--- src/rtl/core_mem_arbiter.sv ---
// core_mem_arbiter: shares one memory req/gnt port between imem and dmem, dmem priority, locked until granted.
// Define MEM_ARB_FAIR_EN to cap consecutive dmem grants at ARB_MAX_DMEM_RUN while imem waits.
module core_mem_arbiter #(
  parameter int unsigned MEM_ADDR_W       = 64,
  parameter int unsigned MEM_STRB_W       = 8,
  parameter int unsigned MEM_DATA_W       = 64,
  parameter int unsigned ARB_MAX_DMEM_RUN = 4
) (
  input  logic                  g_clk,
  input  logic                  g_resetn,
  input  logic                  imem_req,
  input  logic                  imem_wen,
  input  logic [MEM_ADDR_W-1:0] imem_addr,
  input  logic [MEM_STRB_W-1:0] imem_strb,
  input  logic [MEM_DATA_W-1:0] imem_wdata,
  output logic                  imem_gnt,
  output logic                  imem_err,
  output logic [MEM_DATA_W-1:0] imem_rdata,
  input  logic                  dmem_req,
  input  logic                  dmem_wen,
  input  logic [MEM_ADDR_W-1:0] dmem_addr,
  input  logic [MEM_STRB_W-1:0] dmem_strb,
  input  logic [MEM_DATA_W-1:0] dmem_wdata,
  output logic                  dmem_gnt,
  output logic                  dmem_err,
  output logic [MEM_DATA_W-1:0] dmem_rdata,
  output logic                  mem_req,
  output logic                  mem_wen,
  output logic [MEM_ADDR_W-1:0] mem_addr,
  output logic [MEM_STRB_W-1:0] mem_strb,
  output logic [MEM_DATA_W-1:0] mem_wdata,
  input  logic                  mem_gnt,
  input  logic                  mem_err,
  input  logic [MEM_DATA_W-1:0] mem_rdata
);
  typedef enum logic [1:0] {IDLE, HOLD_I, HOLD_D} state_t;
  state_t state, state_nxt;
  logic sel_i, sel_d, imem_first, rsp_i, rsp_d;
`ifdef MEM_ARB_FAIR_EN
  logic [3:0] run_cnt;
  always_ff @(posedge g_clk or negedge g_resetn)
    if (!g_resetn) run_cnt <= '0;
    else if (imem_gnt || !imem_req) run_cnt <= '0;
    else if (dmem_gnt && run_cnt != 4'hf) run_cnt <= run_cnt + 4'd1;
  assign imem_first = imem_req && run_cnt == ARB_MAX_DMEM_RUN[3:0];
`else
  assign imem_first = 1'b0 & ARB_MAX_DMEM_RUN[0];
`endif
  always_ff @(posedge g_clk or negedge g_resetn)
    if (!g_resetn) begin
      state <= IDLE;
      rsp_i <= 1'b0;
      rsp_d <= 1'b0;
    end else begin
      state <= state_nxt;
      rsp_i <= imem_gnt;
      rsp_d <= dmem_gnt;
    end
  // A held owner whose req vanishes yields mem_req = 0, which also sends the FSM back to IDLE.
  always_comb begin
    state_nxt = (mem_gnt || !mem_req) ? IDLE : sel_d ? HOLD_D : HOLD_I;
  end
  always_comb begin
    sel_d     = state == HOLD_D || (state == IDLE && dmem_req && !imem_first);
    sel_i     = state == HOLD_I || (state == IDLE && !sel_d && imem_req);
    mem_req   = sel_i ? imem_req : sel_d ? dmem_req : 1'b0;
    mem_wen   = mem_req && (sel_i ? imem_wen : dmem_wen);
    mem_addr  = !mem_req ? '0 : sel_i ? imem_addr : dmem_addr;
    mem_strb  = !mem_req ? '0 : sel_i ? imem_strb : dmem_strb;
    mem_wdata = !mem_req ? '0 : sel_i ? imem_wdata : dmem_wdata;
    imem_gnt  = mem_gnt && mem_req && sel_i;
    dmem_gnt  = mem_gnt && mem_req && sel_d;
  end
  assign imem_err   = rsp_i & mem_err;
  assign dmem_err   = rsp_d & mem_err;
  assign imem_rdata = mem_rdata;
  assign dmem_rdata = mem_rdata;
endmodule
--- config.mk ---
export PLATFORM = sky130hd
export DESIGN_NAME = core_mem_arbiter
export DESIGN_NICKNAME = d
export VERILOG_FILES = /design/src/rtl/core_mem_arbiter.sv
export SDC_FILE = /design/constraint.sdc
export NUM_CORES = 1
export LEC_CHECK = 0
export ABC_AREA = 1
export CAP_MARGIN = 20
export CORE_AREA = 2 2 242 244
export CTS_CLUSTER_DIAMETER = 60
export DETAILED_ROUTE_END_ITERATION = 10
export DIE_AREA = 0 0 244 246
export SLEW_MARGIN = 10
export SYNTH_ARGS = -nofsm -noshare
export SYNTH_HDL_FRONTEND = slang
export SYNTH_SLANG_ARGS = --single-unit
--- constraint.sdc ---
create_clock -name g_clk -period 1.3 [get_ports g_clk]
set_input_delay 0.26 -clock g_clk [delete_from_list [all_inputs] [get_ports g_clk]]
set_output_delay 0.26 -clock g_clk [all_outputs]
set_load 0.02 [all_outputs]
-- Word level (Yosys, flattened, before mapping)
Cells that the tools add are included.
- register bits: 4
- bits of input ports: 344
- output and inout bits: 270
- logic and storage cells: 31
- reductions and logical operators: 13
- bitwise operators: 2
- equality and inequality tests: 2
- muxes and demuxes: 11
- operators with widths (cell ; number):
    two-way mux 64 bit ; 4
    two-way mux 8 bit ; 2
    logical AND 1 bit ; 7
    two-way mux 2 bit ; 2
    logical OR 1 bit ; 3
    two-way mux 1 bit ; 3
    bitwise AND 1 bit ; 2
    == test 2 x 1 -> 1 bit, second input constant ; 1
    == test 2 bit, second input constant ; 1
    zero test 1 bit ; 2
    zero test 2 bit ; 1

-- Depth between registers and ports, before layout
- word-level depth: 11
- depth in mapped cells: 7
- gate-level depth less buffers: 5

-- Worst setup path before layout
No wires, ideal clock.
- path type: register -> output
- from: reg state[1]
- to: out imem_gnt
- stages on the path, launching flop included: 6
- data required time: 1040 ps
- path buffers: 2
- data arrival time: 1304 ps
- slack: -264 ps
- path through: dfrtp_1 -> nor2_2 -> nand2_2 -> buf_4 -> buf_2 -> a21oi_1
- longest elaborated chain between the ends: 10
- elaborated cells between the ends (all ways): 13
- those cells by class: eq/ne: 2; mux: 2; reduce/logical: 9
- ends and longest elaborated chain (item ; RTL line ; RTL):
    start: declaration ; 37 ; state_t state, state_nxt;
    start signal: assignment ; 55 ; state <= state_nxt;
    zero test 2 bit ; 64, 65 ;
    logical AND 1 bit ; 64 ; sel_d = state == HOLD_D || (state == IDLE && dmem_req && !imem_first);
    logical OR 1 bit ; 64 ;
    zero test 1 bit ; 65 ; sel_i = state == HOLD_I || (state == IDLE && !sel_d && imem_req);
    logical AND 1 bit (2 in a row) ; 65 ;
    logical OR 1 bit ; 65 ;
    two-way mux 1 bit ; 66 ; mem_req = sel_i ? imem_req : sel_d ? dmem_req : 1'b0;
    logical AND 1 bit ; 71 ; imem_gnt = mem_gnt && mem_req && sel_i;
    logical AND 1 bit (*) ; 71 ;
    end: declaration ; 16 ; output logic imem_gnt,
Every way passes the cells marked *; elsewhere a longest branch is shown, timed or not.

-- Worst setup path in the final report
- from: reg state[1]
- to: out mem_addr[42]
- longest elaborated chain between the ends: 9
- elaborated cells between the ends (all ways): 13
- those cells by class: eq/ne: 2; mux: 4; reduce/logical: 7
- ends and longest elaborated chain (item ; RTL line ; RTL):
    zero test 2 bit ; 64, 65 ;
    logical AND 1 bit ; 64 ;
    logical OR 1 bit ; 64 ;
    zero test 1 bit ; 65 ;
    logical AND 1 bit (2 in a row) ; 65 ;
    logical OR 1 bit ; 65 ;
    two-way mux 64 bit / two-way mux 1 bit (equally long branches) ; 68, 66 ;
    two-way mux 64 bit (*) ; 68 ; mem_addr = !mem_req ? '0 : sel_i ? imem_addr : dmem_addr;
    end: declaration ; 29 ; output logic [MEM_ADDR_W-1:0] mem_addr,
Marks and branches as above.

==> results.json <==
{
  "finalSetupViolCount": 146,
  "antenna_found_initial": 1,
  "start_util": 0.0788,
  "grt_use_total": 0.0924,
  "drive_above_1_share": 0.542,
  "ys_types": 14,
  "critPathLaunchType": "flop",
  "rsz0062_at_grt": "yes",
  "hold_viol_final": 0,
  "power_frac_seq": 0.019,
  "vias": 7150,
  "status": "finished with violations",
  "grt_pass1_vias": 6796,
  "period_minus_slack_ns": 2.27,
  "netlist_area_um2": 4520,
  "antenna_left": 0,
  "cts-htree-levels": 1,
  "place_hpwl_um": 20900,
  "fp-row-count": 88,
  "synthArstFlopShare": 1.00,
  "final_nets": 1653,
  "synth_commonest_cells": "144 x nand2_1, 142 x inv_1, 141 x nor2_1",
  "post-place-ws_ns": -1.39,
  "fill_cells": 6204,
  "core-area_um2": 57400,
  "fmax_ghz": 0.440,
  "dieArea_um2": 60000,
  "wirelength_um": 33700,
  "met1_length_um": 13300,
  "clock_latency_ns": 0.22,
  "p_clk_frac": 0.061,
  "cts-buffers-inserted": 3,
  "synth_area_leader_cell": "buf_4",
  "worstPathMaxFanout": 6,
  "worstSetupPathType": "flop to output pin",
  "drt_iter0_drc": 175,
  "cts_tree": "done",
  "seqCellArea_um2": 101,
  "violations": "negative setup slack",
  "place_congestion": 0.789,
  "ir_drop_v": 0.000337,
  "yosysWarnings": 0,
  "clkTransAtPathRegs_ns": 0.03,
  "fin_area_um2": 13200,
  "ys_seq_area_frac": 0.0221,
  "p_int_uw": 4210,
  "tightestPinTransition_ns": 0.481,
  "via_per_inst": 3.45,
  "syn_to_final_growth_pct": 191,
  "clock_skew_ns": 0.000807,
  "cts_num_sinks": 4,
  "grt_pass1_wl_um": 42500,
  "drv_cap": 0,
  "p_sw_uw": 3690,
  "synth_seq_cells": 4,
  "swShare": 0.467,
  "netlist.area_leader.share": 0.221,
  "cts-root-buf": "clkbuf_16",
  "multiInputGateArea_um2": 4850,
  "grt_overflow_total": 0,
  "met3_length_um": 2840,
  "finalCritPeriodShare": 1.75,
  "top_layer_used": "met4",
  "detail_route.wl_per_cell_um": 16.3,
  "fin_ws_ns": -0.973,
  "die_y_um": 246,
  "port-buffer-count": 421,
  "synth.most_common_cell": "nand2_1",
  "io_pins": 614,
  "first_pass_iters": 4,
  "grt_max_degree": 30,
  "syn-num-nets": 1257,
  "hold_path_class": "primary input to async pin",
  "crit_required_ns": 1.04,
  "pwr_density_cell_nw_per_um2": 600,
  "post_synth.cell_area_avg_um2": 4.95,
  "end_kind": "output pin",
  "power_frac_comb": 0.920,
  "postPlaceCellArea_um2": 10300,
  "critPathArrivalTime_ns": 2.01,
  "die_width_um": 244,
  "slew_violations": 0,
  "slew-limit-headroom": 0.676,
  "synthTopCellsByArea": "buf_4 22%, a21oi_1 15%, nand3_1 15%",
  "drcViolationCount": 0,
  "clk_path_buf_depth": 2,
  "synth_enable_flop_cells": 0,
  "syn_inst": 913,
  "route.met2.wl_um": 16000,
  "synthFlopType": "dfrtp_1",
  "p_leak_uw": 0.00580
}
final timing paths:
| check | from | to | slack (ns) | depth (start not counted) |
|---|---|---|---|---|
| hold / removal | g_resetn | state[1] | 0.24 | 1 |
| setup reg to reg | state[1] | rsp_i | -0.22 | 8 |
| hold reg to reg | state[0] | state[0] | 0.61 | 2 |
| min in group g_clk | mem_rdata[19] | dmem_rdata[19] | 0.52 | 0 |
| setup / recovery | state[1] | mem_addr[42] | -0.97 | 12 |
| max in group asynchronous | g_resetn | state[0] | 0.87 | 1 |
final cells by class:
class                   instances  share of cell area
multi-input cells             566               0.368
diodes                          1            0.000190
flip-flops and latches          4             0.00770
clock buffers                   3             0.00571
well taps                     765              0.0727
repair buffers                592               0.505
inverters                     142              0.0407
cell usage in the layout, fill, tap and decap left out, drive strengths merged:
master,netlist,routed
a21oi,138,138
buf,200,287
bufbuf,0,1
clkbuf,3,23
clkdlybuf4s15,0,3
clkdlybuf4s50,0,279
dfrtp,4,4
diode,0,1
dlygate4sd2,0,1
dlymetal6s2s,0,1
inv,142,142
nand2,146,148
nand3,137,137
nor2,142,142
o21ai,1,1
worst max-delay path: stages, from the launching register on:
cell     delay, ns
dfrtp_1       0.42
nor2_4        0.17
buf_12        0.12
nand2_8       0.06
buf_12        0.16
buf_16        0.13
buf_8         0.13
buf_6         0.12
buf_6         0.13
nand3_2       0.07
nand2_2       0.07
nor2_4        0.08
buf_6         0.12
sequential cells by signal, summed over array words and instances, names as in the netlist:
signal	flops
rsp_d	1
state	2
rsp_i	1
power groups by stage:
stage | logic [µW] | clock network [µW] | registers [µW]
2_1_floorplan | 3620 | 0 | 141
3_3_place_gp | 5660 | 0 | 148
3_5_place_dp | 5660 | 0 | 148
4_1_cts | 6180 | 487 | 147
5_1_grt | 7690 | 493 | 149
6_report | 7260 | 480 | 148
what timing repair did:
action                     in CTS  in global routing
cloned                         15                 13
hold buffers                    0                  0
buffers inserted               27                 45
setup endpoints to repair     146                145
pin swaps                       8                 25
resized for setup             429                617
through the flow:
stage | cells | total power [µW] | util | setup TNS [ns] | hold WS, ns
after global routing | 2072 | 8330 | 0.229 | -122.98 | 0.267
after detailed placement | 1973 | 5810 | 0.180 | -184.75 | 0.480
after CTS | 2018 | 6810 | 0.199 | -136.57 | 0.246
after floorplan | 913 | 3770 | - | -17.80 | -0.0356
final | 2073 | 7890 | 0.229 | -112.86 | 0.243
after global placement | 1973 | 5810 | 0.180 | -181.02 | 0.476
kinds of logic (layout without fill, tap and decap cells):
logic type	after synthesis	count (layout)	share of synthesized area
other	0	1	0
AO/OA/AOI/OAI	139	139	0.154
AND/OR/NAND/NOR	425	427	0.392
flip-flops	4	4	0.0221
buffers and inverters	345	737	0.432
layer usage:
metal / vias up / track usage
li1: 3490 / -
met1: 3191 / 0.107
met2: 377 / 0.153
met3: 92 / 0.0289
met4: 0 / 0.0452
met5: - / 0
Power figures use the tool's default switching activity.
